$ cat config.mk
export PLATFORM = sky130hd
export DESIGN_NAME = sale_terminal_fsm_flat
export DESIGN_NICKNAME = d
export VERILOG_FILES = /design/src/rtl/sale_terminal_if.sv /design/src/rtl/sale_terminal_fsm.sv /design/src/flat_wrapper.sv
export SDC_FILE = /design/constraint.sdc
export NUM_CORES = 1
export LEC_CHECK = 0
export BUFFER_PORTS_ARGS = -buffer_cell sky130_fd_sc_hd__buf_2
export CAP_MARGIN = 5
export CORE_UTILIZATION = 53
export CTS_CLUSTER_DIAMETER = 80
export DETAILED_ROUTE_END_ITERATION = 8
export PLACE_DENSITY = 0.89
export SYNTH_ARGS = -nofsm -noshare
export SYNTH_HDL_FRONTEND = slang
export SYNTH_SLANG_ARGS = --single-unit
$ cat constraint.sdc
create_clock -name CLOCK_50 -period 2.5 [get_ports CLOCK_50]
set_clock_uncertainty 0.05 [all_clocks]
set_input_delay 0.375 -clock CLOCK_50 [delete_from_list [all_inputs] [get_ports CLOCK_50]]
set_output_delay 0.375 -clock CLOCK_50 [all_outputs]
set_load 0.05 [all_outputs]
$ cat src/rtl/sale_terminal_if.sv
// Handshake bundle between the sale terminal sequencer (master) and the
// barcode lookup / basket controllers (slave).
interface sale_terminal_if #(
  parameter int PRODUCT_W = 4,
  parameter int QTY_W     = 4
) ();
  logic                 Lookup_Req;
  logic                 Lookup_Ack;
  logic                 Lookup_Valid;
  logic [PRODUCT_W-1:0] Lookup_ProductID;
  logic [PRODUCT_W-1:0] BasketProductNum;
  logic                 Basket_Busy;
  logic [PRODUCT_W-1:0] ProductID_out;
  logic [QTY_W-1:0]     ProductQuantity;
  logic                 Basket_Add;
  logic                 Basket_Remove;
  logic                 Basket_Clear;

  modport master (
    output Lookup_Req, ProductID_out, ProductQuantity,
           Basket_Add, Basket_Remove, Basket_Clear,
    input  Lookup_Ack, Lookup_Valid, Lookup_ProductID,
           Basket_Busy, BasketProductNum
  );

  modport slave (
    input  Lookup_Req, ProductID_out, ProductQuantity,
           Basket_Add, Basket_Remove, Basket_Clear,
    output Lookup_Ack, Lookup_Valid, Lookup_ProductID,
           Basket_Busy, BasketProductNum
  );
endinterface

$ cat src/rtl/sale_terminal_fsm.sv
// Top-level sale terminal sequencer: barcode entry, grid selection, quantity, basket edit, end.
// Optional inactivity timeout is compiled in when SALE_FSM_TIMEOUT_EN is defined.
module sale_terminal_fsm #(
  parameter int NUM_KEYS        = 4,
  parameter int BARCODE_DIGITS  = 4,
  parameter int PRODUCT_W       = 4,
  parameter int NUM_PRODUCTS    = 12,
  parameter int GRID_COLS       = 4,
  parameter int QTY_W           = 4,
  parameter int ERR_HOLD_CYCLES = 50_000_000,
  parameter int TIMEOUT_CYCLES  = 500_000_000
) (
  input  logic                                 CLOCK_50,
  input  logic                                 RESET_N,
  input  logic [NUM_KEYS-1:0]                  KEY_En,
  input  logic                                 Select_En,
  input  logic                                 SW_Interactive,
  input  logic                                 SW_Edit,
  sale_terminal_if.master                      bus,
  output logic [2:0]                           State,
  output logic [4*BARCODE_DIGITS-1:0]          Barcode_Digits,
  output logic [$clog2(BARCODE_DIGITS+1)-1:0]  Barcode_Count,
  output logic [PRODUCT_W-1:0]                 Cursor,
  output logic                                 Shopping_Done,
  output logic                                 Error,
  output logic                                 Timeout
);
  localparam int DIG_W  = 4 * BARCODE_DIGITS;
  localparam int CNT_W  = $clog2(BARCODE_DIGITS + 1);
  localparam int KIDX_W = $clog2(NUM_KEYS);
  localparam int ERR_W  = (ERR_HOLD_CYCLES > 1) ? $clog2(ERR_HOLD_CYCLES) : 1;
  localparam int QMAX   = (1 << QTY_W) - 1;

  typedef enum logic [2:0] {
    S_START       = 3'd0,
    S_IDLE        = 3'd1,
    S_BARCODE     = 3'd2,
    S_INTERACTIVE = 3'd3,
    S_QUANTITY    = 3'd4,
    S_EDIT        = 3'd5,
    S_END         = 3'd6,
    S_ERROR       = 3'd7
  } state_t;

  state_t               r_state, r_state_next;
  logic [DIG_W-1:0]     r_digits, r_digits_next;
  logic [CNT_W-1:0]     r_count, r_count_next;
  logic                 r_req, r_req_next;
  logic [PRODUCT_W-1:0] r_cursor, r_cursor_next;
  logic [PRODUCT_W-1:0] r_pid, r_pid_next;
  logic [QTY_W-1:0]     r_qty, r_qty_next;
  logic                 r_add, r_add_next;
  logic                 r_remove, r_remove_next;
  logic                 r_clear, r_clear_next;
  logic                 r_done, r_done_next;
  logic                 r_error, r_error_next;
  logic                 r_pend, r_pend_next;
  logic [ERR_W-1:0]     r_err_cnt, r_err_cnt_next;

`ifdef SALE_FSM_TIMEOUT_EN
  localparam int TO_W = $clog2(TIMEOUT_CYCLES + 1);
  logic [TO_W-1:0]      r_to_cnt, r_to_cnt_next;
  logic                 r_timeout, r_timeout_next;
  logic                 w_to_run;
`else
  localparam int unused_timeout_cycles = TIMEOUT_CYCLES;
`endif

  logic                 w_key_valid;
  logic [KIDX_W-1:0]    w_key_idx;
  logic [3:0]           w_digit;
  logic [QTY_W-1:0]     w_qty;
  logic                 w_dir_ok;
  logic [PRODUCT_W:0]   w_down;
  logic [PRODUCT_W-1:0] w_grid_next;
  logic [PRODUCT_W-1:0] w_num_last;
  logic [PRODUCT_W-1:0] w_edit_cur;
  logic [PRODUCT_W-1:0] w_edit_move;

  // Key decode: only a single-hot pulse counts as a keypress.
  always_comb begin
    w_key_valid = $onehot(KEY_En);
    w_key_idx   = '0;
    for (int k = 0; k < NUM_KEYS; k++) begin
      if (KEY_En[k]) w_key_idx = KIDX_W'(k);
    end
    w_digit  = 4'(NUM_KEYS - int'(w_key_idx));
    if (int'(w_key_idx) + 1 > QMAX) w_qty = QTY_W'(QMAX);
    else                            w_qty = QTY_W'(int'(w_key_idx) + 1);
    w_dir_ok = w_key_valid && (int'(w_key_idx) < 4);
  end

  // Grid cursor: right/left wrap around the product list, up/down stop at the grid edge.
  always_comb begin
    w_grid_next = r_cursor;
    w_down      = {1'b0, r_cursor} + (PRODUCT_W+1)'(GRID_COLS);
    if (w_dir_ok) begin
      case (int'(w_key_idx))
        0: w_grid_next = (r_cursor == PRODUCT_W'(NUM_PRODUCTS - 1)) ? '0
                                                                    : r_cursor + PRODUCT_W'(1);
        1: if (w_down < (PRODUCT_W+1)'(NUM_PRODUCTS)) w_grid_next = w_down[PRODUCT_W-1:0];
        2: if (r_cursor >= PRODUCT_W'(GRID_COLS)) w_grid_next = r_cursor - PRODUCT_W'(GRID_COLS);
        3: w_grid_next = (r_cursor == '0) ? PRODUCT_W'(NUM_PRODUCTS - 1)
                                          : r_cursor - PRODUCT_W'(1);
        default: w_grid_next = r_cursor;
      endcase
    end
  end

  // Edit cursor is clamped to the live basket size before any move is applied.
  always_comb begin
    w_num_last = bus.BasketProductNum - PRODUCT_W'(1);
    if (bus.BasketProductNum == '0)  w_edit_cur = '0;
    else if (r_cursor > w_num_last)  w_edit_cur = w_num_last;
    else                             w_edit_cur = r_cursor;
    w_edit_move = w_edit_cur;
    if (w_dir_ok) begin
      case (int'(w_key_idx))
        0, 1: if (bus.BasketProductNum != '0 && w_edit_cur != w_num_last)
                w_edit_move = w_edit_cur + PRODUCT_W'(1);
        2, 3: if (w_edit_cur != '0) w_edit_move = w_edit_cur - PRODUCT_W'(1);
        default: w_edit_move = w_edit_cur;
      endcase
    end
  end

  always_ff @(posedge CLOCK_50 or negedge RESET_N) begin
    if (!RESET_N) begin
      r_state   <= S_START;
      r_digits  <= '0;
      r_count   <= '0;
      r_req     <= 1'b0;
      r_cursor  <= '0;
      r_pid     <= '0;
      r_qty     <= '0;
      r_add     <= 1'b0;
      r_remove  <= 1'b0;
      r_clear   <= 1'b0;
      r_done    <= 1'b0;
      r_error   <= 1'b0;
      r_pend    <= 1'b0;
      r_err_cnt <= '0;
`ifdef SALE_FSM_TIMEOUT_EN
      r_to_cnt  <= '0;
      r_timeout <= 1'b0;
`endif
    end else begin
      r_state   <= r_state_next;
      r_digits  <= r_digits_next;
      r_count   <= r_count_next;
      r_req     <= r_req_next;
      r_cursor  <= r_cursor_next;
      r_pid     <= r_pid_next;
      r_qty     <= r_qty_next;
      r_add     <= r_add_next;
      r_remove  <= r_remove_next;
      r_clear   <= r_clear_next;
      r_done    <= r_done_next;
      r_error   <= r_error_next;
      r_pend    <= r_pend_next;
      r_err_cnt <= r_err_cnt_next;
`ifdef SALE_FSM_TIMEOUT_EN
      r_to_cnt  <= r_to_cnt_next;
      r_timeout <= r_timeout_next;
`endif
    end
  end

  always_comb begin
    r_state_next   = r_state;
    r_digits_next  = r_digits;
    r_count_next   = r_count;
    r_req_next     = r_req;
    r_cursor_next  = r_cursor;
    r_pid_next     = r_pid;
    r_qty_next     = r_qty;
    r_add_next     = 1'b0;
    r_remove_next  = 1'b0;
    r_clear_next   = 1'b0;
    r_done_next    = 1'b0;
    r_error_next   = r_error;
    r_pend_next    = r_pend;
    r_err_cnt_next = r_err_cnt;

    case (r_state)
      S_START: begin
        r_clear_next  = 1'b1;
        r_digits_next = '0;
        r_count_next  = '0;
        r_cursor_next = '0;
        r_qty_next    = '0;
        r_state_next  = S_IDLE;
      end

      S_IDLE: begin
        if (Select_En) begin
          r_state_next = S_END;
        end else if (SW_Edit) begin
          r_state_next  = S_EDIT;
          r_cursor_next = '0;
        end else if (SW_Interactive) begin
          r_state_next  = S_INTERACTIVE;
          r_cursor_next = '0;
        end else begin
          r_state_next = S_BARCODE;
        end
      end

      S_BARCODE: begin
        if (r_req) begin
          // Only the lookup answer matters while a request is outstanding.
          if (bus.Lookup_Ack) begin
            r_req_next    = 1'b0;
            r_digits_next = '0;
            r_count_next  = '0;
            if (bus.Lookup_Valid) begin
              r_pid_next   = bus.Lookup_ProductID;
              r_state_next = S_QUANTITY;
            end else begin
              r_state_next   = S_ERROR;
              r_error_next   = 1'b1;
              r_err_cnt_next = '0;
            end
          end
        end else if (SW_Interactive || SW_Edit) begin
          r_digits_next = '0;
          r_count_next  = '0;
          r_state_next  = S_IDLE;
        end else if (Select_En && r_count == CNT_W'(BARCODE_DIGITS)) begin
          r_req_next = 1'b1;
        end else if (w_key_valid && r_count != CNT_W'(BARCODE_DIGITS)) begin
          r_digits_next = (r_digits << 4) | DIG_W'(w_digit);
          r_count_next  = r_count + CNT_W'(1);
        end
      end

      S_INTERACTIVE: begin
        if (!SW_Interactive) begin
          r_state_next = S_IDLE;
        end else if (Select_En) begin
          r_pid_next   = r_cursor;
          r_state_next = S_QUANTITY;
        end else begin
          r_cursor_next = w_grid_next;
        end
      end

      S_QUANTITY: begin
        if (r_pend) begin
          if (!bus.Basket_Busy) begin
            r_add_next   = 1'b1;
            r_pend_next  = 1'b0;
            r_state_next = S_IDLE;
          end
        end else if (Select_En) begin
          r_state_next = S_IDLE;
        end else if (w_key_valid) begin
          r_qty_next = w_qty;
          if (bus.Basket_Busy) begin
            r_pend_next = 1'b1;
          end else begin
            r_add_next   = 1'b1;
            r_state_next = S_IDLE;
          end
        end
      end

      S_EDIT: begin
        r_cursor_next = w_edit_cur;
        if (r_pend) begin
          if (!bus.Basket_Busy) begin
            r_remove_next = 1'b1;
            r_pend_next   = 1'b0;
          end
        end else if (!SW_Edit) begin
          r_state_next = S_IDLE;
        end else if (Select_En) begin
          if (bus.BasketProductNum != '0) begin
            r_pid_next = w_edit_cur;
            if (bus.Basket_Busy) r_pend_next   = 1'b1;
            else                 r_remove_next = 1'b1;
          end
        end else begin
          r_cursor_next = w_edit_move;
        end
      end

      S_END: begin
        r_done_next  = 1'b1;
        r_state_next = S_START;
      end

      S_ERROR: begin
        if (r_err_cnt == ERR_W'(ERR_HOLD_CYCLES - 1)) begin
          r_error_next   = 1'b0;
          r_err_cnt_next = '0;
          r_state_next   = S_IDLE;
        end else begin
          r_err_cnt_next = r_err_cnt + ERR_W'(1);
        end
      end

      default: r_state_next = S_START;
    endcase

`ifdef SALE_FSM_TIMEOUT_EN
    r_to_cnt_next  = r_to_cnt;
    r_timeout_next = 1'b0;
    w_to_run = ((r_state == S_BARCODE) && (r_count != '0) && !r_req) ||
               (r_state == S_INTERACTIVE) ||
               ((r_state == S_QUANTITY) && !r_pend) ||
               (r_state == S_EDIT);
    if (r_state_next != r_state || w_key_valid || Select_En) begin
      r_to_cnt_next = '0;
    end else if (w_to_run) begin
      if (r_to_cnt == TO_W'(TIMEOUT_CYCLES - 1)) begin
        r_to_cnt_next  = '0;
        r_timeout_next = 1'b1;
        r_digits_next  = '0;
        r_count_next   = '0;
        r_qty_next     = '0;
        r_pend_next    = 1'b0;
        r_state_next   = S_IDLE;
      end else begin
        r_to_cnt_next = r_to_cnt + TO_W'(1);
      end
    end
`endif
  end

  always_comb begin
    State               = r_state;
    Barcode_Digits      = r_digits;
    Barcode_Count       = r_count;
    Cursor              = r_cursor;
    Shopping_Done       = r_done;
    Error               = r_error;
    bus.Lookup_Req      = r_req;
    bus.ProductID_out   = r_pid;
    bus.ProductQuantity = r_qty;
    bus.Basket_Add      = r_add;
    bus.Basket_Remove   = r_remove;
    bus.Basket_Clear    = r_clear;
`ifdef SALE_FSM_TIMEOUT_EN
    Timeout             = r_timeout;
`else
    Timeout             = 1'b0;
`endif
  end

endmodule
$ cat src/flat_wrapper.sv
// flat-port wrapper written by rule: the top's interface ports become plain ports
module sale_terminal_fsm_flat 
#(
  parameter int NUM_KEYS        = 4,
  parameter int BARCODE_DIGITS  = 4,
  parameter int PRODUCT_W       = 4,
  parameter int NUM_PRODUCTS    = 12,
  parameter int GRID_COLS       = 4,
  parameter int QTY_W           = 4,
  parameter int ERR_HOLD_CYCLES = 50_000_000,
  parameter int TIMEOUT_CYCLES  = 500_000_000
)
  (CLOCK_50, RESET_N, KEY_En, Select_En, SW_Interactive, SW_Edit, State, Barcode_Digits, Barcode_Count, Cursor, Shopping_Done, Error, Timeout, bus_Lookup_Req, bus_ProductID_out, bus_ProductQuantity, bus_Basket_Add, bus_Basket_Remove, bus_Basket_Clear, bus_Lookup_Ack, bus_Lookup_Valid, bus_Lookup_ProductID, bus_Basket_Busy, bus_BasketProductNum);
  sale_terminal_if #(.PRODUCT_W(PRODUCT_W), .QTY_W(QTY_W)) bus_i ();
  input  logic CLOCK_50;
  input  logic RESET_N;
  input  logic [NUM_KEYS-1:0] KEY_En;
  input  logic Select_En;
  input  logic SW_Interactive;
  input  logic SW_Edit;
  output logic [2:0] State;
  output logic [4*BARCODE_DIGITS-1:0] Barcode_Digits;
  output logic [$clog2(BARCODE_DIGITS+1)-1:0] Barcode_Count;
  output logic [PRODUCT_W-1:0] Cursor;
  output logic Shopping_Done;
  output logic Error;
  output logic Timeout;
  output wire logic [$bits(bus_i.Lookup_Req)-1:0] bus_Lookup_Req;
  output wire logic [$bits(bus_i.ProductID_out)-1:0] bus_ProductID_out;
  output wire logic [$bits(bus_i.ProductQuantity)-1:0] bus_ProductQuantity;
  output wire logic [$bits(bus_i.Basket_Add)-1:0] bus_Basket_Add;
  output wire logic [$bits(bus_i.Basket_Remove)-1:0] bus_Basket_Remove;
  output wire logic [$bits(bus_i.Basket_Clear)-1:0] bus_Basket_Clear;
  input wire logic [$bits(bus_i.Lookup_Ack)-1:0] bus_Lookup_Ack;
  input wire logic [$bits(bus_i.Lookup_Valid)-1:0] bus_Lookup_Valid;
  input wire logic [$bits(bus_i.Lookup_ProductID)-1:0] bus_Lookup_ProductID;
  input wire logic [$bits(bus_i.Basket_Busy)-1:0] bus_Basket_Busy;
  input wire logic [$bits(bus_i.BasketProductNum)-1:0] bus_BasketProductNum;
  assign bus_Lookup_Req = bus_i.Lookup_Req;
  assign bus_ProductID_out = bus_i.ProductID_out;
  assign bus_ProductQuantity = bus_i.ProductQuantity;
  assign bus_Basket_Add = bus_i.Basket_Add;
  assign bus_Basket_Remove = bus_i.Basket_Remove;
  assign bus_Basket_Clear = bus_i.Basket_Clear;
  assign bus_i.Lookup_Ack = bus_Lookup_Ack;
  assign bus_i.Lookup_Valid = bus_Lookup_Valid;
  assign bus_i.Lookup_ProductID = bus_Lookup_ProductID;
  assign bus_i.Basket_Busy = bus_Basket_Busy;
  assign bus_i.BasketProductNum = bus_BasketProductNum;
  sale_terminal_fsm #(.NUM_KEYS(NUM_KEYS), .BARCODE_DIGITS(BARCODE_DIGITS), .PRODUCT_W(PRODUCT_W), .NUM_PRODUCTS(NUM_PRODUCTS), .GRID_COLS(GRID_COLS), .QTY_W(QTY_W), .ERR_HOLD_CYCLES(ERR_HOLD_CYCLES), .TIMEOUT_CYCLES(TIMEOUT_CYCLES)) u_core (.CLOCK_50(CLOCK_50), .RESET_N(RESET_N), .KEY_En(KEY_En), .Select_En(Select_En), .SW_Interactive(SW_Interactive), .SW_Edit(SW_Edit), .bus(bus_i), .State(State), .Barcode_Digits(Barcode_Digits), .Barcode_Count(Barcode_Count), .Cursor(Cursor), .Shopping_Done(Shopping_Done), .Error(Error), .Timeout(Timeout));
endmodule
# Yosys cells after proc, flatten, opt, wreduce, memory -nomap -nowiden
# Cells that the tools add are included.
# totals
ff_bits	67
rom_bits	0
n_memories	0
out_inout_bits	41
wordCells	204
ramBits	0
latchBits	0
# classes
eq_ne	43
n_lt_le_gt_ge	4
n_reduce_logical	25
bitwise_logic	1
shifts	0
muxes	103
div	0
n_addsub	14
mul	0
# op_table
op	n
$mux W4	31
$mux W26	4
$mux W16	5
$mux W3	19
$pmux W26 S2	1
$gt A32 B5 Y1 const B	1
$pmux W16 S2	1
$pmux W4 S4	2
$mux W1	30
$add A26 B1 Y26 const B	1
$eq A26 B26 Y1 const B	1
$ne A2 B2 Y1 const B	13
$pmux W3 S8	1
$or A16 B4 Y16	1
$pmux W4 S2	2
$eq A3 B3 Y1 const B	5
$ne A3 B3 Y1 const B	4
$pmux W4 S3	1
$reduce_and A4 Y1	3
$reduce_bool A4 Y1	3
$sub A4 B1 Y4 const B	3
$ne A2 B1 Y1 const B	5
$reduce_and A10 Y1	1
$add A4 B1 Y4 const B	2
34 further kinds	50

# Logic depth before layout (Yosys ltp)
# Gate-level depths: netlist of run 1.
# depth
word_depth	13
ltp_mapped	13
mapped_depth_nobuf	13

# Least setup slack after synthesis of run 1
# Ideal clock, no wire load.
# synth_path
path_kind	flip-flop to flip-flop
start	register u_core.r_cursor[0] (netlist: u_core.Cursor[0])
end	register u_core.r_cursor[1] (netlist: u_core.Cursor[1])
arrival_time_ps	2970
slack_ps	-593
synth_period_minus_slack_ps	3093
required_ps	2377
setup_time_ps	73
path_stages_with_launch	13
path_cell_list	dfrtp_1 -> buf_2 -> inv_1 -> ha_1 -> nor2b_1 -> o211ai_2 -> a21boi_4 -> mux2i_2 -> inv_1 -> ha_1 -> a311o_1 -> a21o_1 -> a21oi_2
# synth_between
elab_chain_cells	12
word_cells_on_any_way	35
# synth_rtl
element	line	text
start: declaration	sale_terminal_fsm.sv:49	logic [PRODUCT_W-1:0] r_cursor, r_cursor_next;
start signal: assignment	sale_terminal_fsm.sv:152	r_cursor <= r_cursor_next;
parallel branches: the longest is 12 deep, another holds $gt A4 B4 Y1	n/a	
# Parallel ways; which one is timed is not known. The select of a mux whose other input is x is not followed.
# A chain may end at the register's enable or synchronous reset.

# Final worst setup path of run 1
# layout_path
start	input port KEY_En[2]
end	register u_core.r_cursor[2] (netlist: u_core.Cursor[2])
# layout_between
elab_chain_cells	10
word_cells_on_any_way	25
# layout_rtl
element	line	text
start: declaration	flat_wrapper.sv:17	input logic [NUM_KEYS-1:0] KEY_En;
parallel branches: the longest is 10 deep, another holds $add A3 B3 Y3	n/a	
# Parallel ways; which one is timed is not known. The select of a mux whose other input is x is not followed.

==> results.cfg, run 1 <==
[clocking]
root_buffer = clkbuf_8
clock_sinks = 62
cts_tree = done
cts_made_buffers = 9
clockBufferDepth = 2
clk_pin_slew_ns = 0.07
htreeDepth = 3
clock_latency_ns = 0.35

[yosys]
synthCells = 508
ys_seq_elements = 62
ys_seq_area_frac = 0.3551
synthArstFlopShare = 1.000
synth_xor_area_frac = 0.05212
synth_edf_count = 0
yosys.area_share.simple = 0.2302
ys_warn_count = 0
synth_compound_area_frac = 0.2105
synth_top_family_by_area = simple AND/OR/NAND/NOR gates
synthAdderAreaFrac = 0.07617
muxShareOfSynthArea = 0.01747
synth_ff_type = dfrtp_1
syn_area_per_cell_um2 = 8.601
yosysUniqueCellTypes = 76
syn_area_mm2 = 0.004369

[sta]
period_minus_slack_ns = 2.609
setup_viol = 6
hold_viol = 0
drv_slew = 0
fin_ws_ns = -0.1095
fmax_ghz = 0.3832
worst_slew_pin_slew_ns = 0.6332
slew_headroom = 0.5669
grt_setup_unrepaired = yes
fin_crit_sh = 1.044

[detailed_routing]
vias_per_cell = 6.172
wirelength_um = 12790
ant_nets = 0
drc = 0
firstDrtPassIters = 6
drtIter0Drc = 427
wire_per_inst_um = 17.71
via_count = 4456

[floorplan]
initial_utilization = 0.5568
die-area_mm2 = 0.008611
io_pins = 61
die_height_um = 92.80
rows = 32
core_area_mm2 = 0.007848
dieWidth_um = 92.80

[cells_and_area]
drive_above_1_share = 0.3129
final_cell_mix = 61 x buf_4, 60 x dfrtp_1, 52 x nor2_1
diodes = 0
final_common_cell = buf_4
area_growth_pct = 31.33
utilization = 0.7312
finalInstanceArea_mm2 = 0.005738
fin_nets = 661

[setup_path]
critical-path-top-delay-family = simple AND/OR/NAND/NOR gates
path_buf_inv = 2
critPathMaxFanout = 4
crit_arrival_ns = 2.84
crit_chain = buf_8 > inv_6 > ha_4 > ha_4 > fa_1 > or3b_4 > nand2b_4 > nor2_4 > nand4_1 > o31a_1 > o21ai_1 > o31a_1
setup.worst_path.start_class = input pin
critical-path-slowest-cell = fa_1
worst_setup_path_end_kind = flip-flop
slowest_delay_ns = 0.43
crit_required_ns = 2.73
crit_type = in -> reg

[power_and_ir_drop]
leakage_nw = 2.656
powerDensity_mw_per_mm2 = 1087
ir_drop_v = 0.0006097

[min_path]
hp-class = in -> reg

[outcome]
violations = setup timing
status = finished, violations left

[global_route]
track_usage = 0.3100
antenna_found_initial = 0
grt_max_degree = 44
gr-total-overflow = 0
first_global_vias = 4317
grt_pass1_wl_um = 20930

[placement]
placed_area_mm2 = 0.005231
dp_hpwl_um = 8868
io_buffer_count = 54
routabilityCongestion = 0.9224

[flow_run]
cap_violations = 0
-- path summary, 6_finish.rpt --
path | start | end | slack (ns) | cells after the start
min in group asynchronous | RESET_N | u_core.Barcode_Digits[2]$_DFFE_PN0P_ | 0.48 | 2
worst min-delay path | bus_Basket_Busy | u_core.bus.Basket_Remove$_DFF_PN0_ | 0.27 | 2
worst min register to register | u_core.Barcode_Digits[12]$_DFFE_PN0P_ | u_core.Barcode_Digits[12]$_DFFE_PN0P_ | 0.45 | 1
worst max-delay path | KEY_En[2] | u_core.Cursor[2]$_DFFE_PN0P_ | -0.11 | 12
worst max register to register | u_core.Cursor[1]$_DFFE_PN0P_ | u_core.Cursor[2]$_DFFE_PN0P_ | -0.08 | 11
max in group asynchronous | RESET_N | u_core.r_err_cnt[13]$_DFFE_PN0P_ | 1.33 | 3
-- metal layers --
metal | part of all wire | wire length (um) | global-route usage
met1 | 0.41 | 5276 | 0.3997
met3 | 0.073 | 933 | 0.06076
met5 | 0 | 0 | 0
met4 | 0.044 | 561 | 0.1641
met2 | 0.47 | 6013 | 0.4908
-- final cells by class --
class / count / area, um2
Multi-Input combinational cell: 394 / 2860
Fill cell: 536 / 2110
Sequential cell: 62 / 1554
Timing Repair Buffer: 120 / 850.8
Clock buffer: 10 / 137.6
Tap cell: 102 / 127.6
Inverter: 28 / 115.1
Clock inverter: 6 / 92.59
-- report_power, final --
group          switching (mW)  internal (mW)
Clock                   0.428          0.593
Combinational            2.28           1.47
Sequential              0.245           1.22
-- registers in the layout (all words and copies together), names as in the netlist --
signal	flops
u_core.bus.Basket_Add	1
u_core.bus.ProductID_out	4
u_core.Barcode_Count	3
u_core.r_err_cnt	26
u_core.Cursor	4
u_core.bus.ProductQuantity	3
u_core.Barcode_Digits	12
u_core.bus.Basket_Remove	1
u_core.State	3
u_core.Shopping_Done	1
u_core.bus.Basket_Clear	1
u_core.Error	1
u_core.r_pend	1
u_core.bus.Lookup_Req	1
-- worst reg2reg max path: cells and delay by family (launching register included) --
family,cells,cell delay [ns]
buffers and inverters,1,0.10
AO/OA/AOI/OAI,3,0.65
flip-flops,1,0.45
AND/OR/NAND/NOR,3,0.30
XOR/XNOR,1,0.12
adder cells (fa/ha/maj),2,0.48
multiplexers,1,0.32
-- through the flow --
stage	setup TNS [ns]	std cells	hold WS, ns	setup slack, ns	power, mW
after detailed placement	-9.480	696	0.3201	-0.5464	4.841
after floorplan	-0.7651	513	0.02941	-0.3142	3.784
after CTS	-0.4257	718	0.2639	-0.1292	5.951
final	-0.3242	722	0.2718	-0.1095	6.238
after global routing	-0.9445	722	0.2674	-0.2483	6.593
after global placement	-6.940	696	0.3051	-0.4439	4.722
-- synthesized netlist by cell type (9+ instances only) --
master | instances | share of area
a21oi_1 | 20 | 0.023
a22o_1 | 14 | 0.028
clkbuf_1 | 14 | 0.012
dfrtp_1 | 62 | 0.36
ha_1 | 25 | 0.072
inv_1 | 25 | 0.021
nand2_1 | 49 | 0.042
nand3_1 | 26 | 0.030
nand4_1 | 11 | 0.016
nor2_1 | 56 | 0.048
nor3_1 | 9 | 0.010
o21ai_0 | 34 | 0.039
xnor2_1 | 14 | 0.028
xor2_1 | 12 | 0.024
-- timing repair --
item	4_1_cts	5_1_grt
gates resized for setup	16	29
hold buffers	1	0
pin swaps	14	14
setup endpoints to repair	10	23
setup buffers	5	5
endpoints found under the hold margin	19	0
cloned	0	0
-- cell families after synthesis --
family / after synthesis
xor+xnor: 26
compound gates: 132
simple gates: 197
mux: 7
flops: 62
fa+ha+maj: 26
other cells: 1
buf+inv: 57
Power figures use the tool's default switching activity.
==> run 2: changes to the inputs <==
CORE_ASPECT_RATIO = 1.4   (was default)
==> run 2 against run 1 <==
Largest cell class unchanged. Routed wire length is 1.9% higher. Core utilization is 1.3 points higher. Worst hold slack worse by 0.047 ns. Critical endpoint is now u_core.Cursor[0]$_DFFE_PN0P_. First-iteration DRC count is 13% higher. Clock power hardly changed. Via count is 0.34% higher. The flow still finishes with violations (setup timing). Critical path depth is 1 higher. Critical path type unchanged.
==> results.cfg, run 2 (synthesis gave the netlist of run 1 again) <==
[detailed_routing]
drtIter0Drc = 482
via_count = 4471
ant_nets = 0
firstDrtPassIters = 5
wire_per_inst_um = 17.94
wirelength_um = 13020
vias_per_cell = 6.158
drc = 0

[setup_path]
worst_setup_path_end_kind = flip-flop
r2r_slack_ns = -0.09
critical-path-slowest-cell = fa_1
crit_required_ns = 2.70
critical-path-top-delay-family = simple AND/OR/NAND/NOR gates
crit_type = in -> reg
crit_chain = buf_8 > inv_4 > ha_4 > ha_4 > fa_1 > or3b_4 > nand2b_4 > nor2_4 > buf_6 > nand4_1 > nor3_2 > a21oi_1 > a32oi_1
crit_arrival_ns = 2.89
setup.worst_path.start_class = input pin
slowest_delay_ns = 0.50
startpoint = KEY_En[3]
critPathMaxFanout = 3
r2r_start = u_core.Cursor[1]$_DFFE_PN0P_
path_buf_inv = 3
crit_top_cell = ha_4

[placement]
routabilityCongestion = 0.9307
place_ws_ns = -0.5192
io_buffer_count = 54
placed_cells = 699
dp_hpwl_um = 9151

[floorplan]
rows = 38
io_pins = 61
dieWidth_um = 78.74
core_area_mm2 = 0.007845
initial_utilization = 0.5569
die_height_um = 109.4
die-area_mm2 = 0.008616

[clocking]
clock_sinks = 62
cts_made_buffers = 9
clock_latency_ns = 0.36
root_buffer = clkbuf_8
clk_pin_slew_ns = 0.08
clockBufferDepth = 2
cts_tree = done
htreeDepth = 3

[global_route]
grt_max_degree = 63
first_global_vias = 4400
gr-total-overflow = 0
use_met2 = 0.5404
antenna_found_initial = 0
gr-max-usage-layer = met2
met1_usage = 0.3377
track_usage = 0.3079
grt_use_met3 = 0.06058
grt_pass1_wl_um = 20560

[cells_and_area]
multiInputGateArea_mm2 = 0.002884
final_cell_mix = 60 x buf_4, 60 x dfrtp_1, 52 x nor2_1
fill_cells = 529
fin_nets = 667
area_growth_pct = 33.71
diodes = 0
regMostFlops = u_core.r_err_cnt
drive_above_1_share = 0.3275
register_area_mm2 = 0.001554
largest_reg_flops = 26
final_cell_count_no_fill = 726

[outcome]
status = finished, violations left
violations = setup timing

[power_and_ir_drop]
ir_drop_v = 0.0007383
leakage_nw = 2.720
powerDensity_mw_per_mm2 = 1090

[sta]
grt_setup_unrepaired = yes
setup_viol = 23
fmax_ghz = 0.3722
drv_slew = 0
period_minus_slack_ns = 2.687
fin_ws_ns = -0.1868
hold_viol = 0
fin_crit_sh = 1.075

[min_path]
min_from = bus_Basket_Busy
hp-class = in -> reg

[flow_run]
cap_violations = 0
-- run 2: changes by cell type in the layout (fill, tap and decap cells not counted), sizes merged --
cell	change
inv	-1
clkbuf	+4
clkinvlp	-2
buf	+5
-- run 2: final cells by class --
class | count | share of cell area
multi-input combinational | 394 | 0.4937
sequential | 62 | 0.2660
timing repair buffer | 126 | 0.1600
clock buffer | 13 | 0.02891
tap | 100 | 0.02142
inverter | 28 | 0.01885
clock inverter | 3 | 0.01114
-- run 2: path summary, 6_finish.rpt --
| kind | depth (start not counted) | to |
|---|---|---|
| hold reg to reg | 2 | u_core.bus.ProductID_out[1]$_DFFE_PN0P_ |
| setup reg to reg | 12 | u_core.Cursor[0]$_DFFE_PN0P_ |
| hold / removal | 2 | u_core.bus.Basket_Add$_DFF_PN0_ |
| max in group asynchronous | 3 | u_core.Cursor[0]$_DFFE_PN0P_ |
| setup / recovery | 13 | u_core.Cursor[0]$_DFFE_PN0P_ |
| min in group asynchronous | 3 | u_core.bus.ProductQuantity[0]$_DFFE_PN0P_ |
-- run 2: report_power, final --
part	internal, mW	switching, mW	total [mW]
combinational	1.54	2.32	3.86
sequential	1.23	0.241	1.47
clock	0.642	0.400	1.04
total	3.40	2.97	6.37
-- run 2: worst register-to-register path, delay by kind of cell (launching register included) --
family                   cells  cell delay (ns)
flip-flops                   1             0.44
adder cells (fa/ha/maj)      1             0.27
buffers and inverters        4             0.59
multiplexers                 2             0.31
AO/OA/AOI/OAI                3             0.61
AND/OR/NAND/NOR              2             0.22
-- run 2: per-layer routing --
| layer | routed length (um) | up-vias |
|---|---|---|
| li1 | - | 2043 |
| met1 | 4871 | 2190 |
| met2 | 6987 | 184 |
| met3 | 665 | 54 |
| met4 | 499 | 0 |
| met5 | 0 | - |
-- run 2: repair_timing --
item,CTS,global route
setup buffers,7,3
gates cloned,0,1
endpoints found under the hold margin,46,0
pin swaps,25,16
endpoints found under the setup margin,9,31
hold buffers,1,0
resized for setup,26,32
-- run 2: stage by stage --
stage               power, mW  area [um2]    util  TNS [ns]  hold WS, ns
global placement        4.773        5254  0.6697    -6.428       0.3564
finish                  6.368        5842  0.7447    -2.129       0.2245
global route            6.726        5842  0.7447    -3.479       0.2107
CTS                     6.069        5647  0.7198   -0.7565       0.1973
detailed placement      4.879        5254  0.6697    -9.712       0.3620
floorplan               3.784        4539       -   -0.7651      0.02941
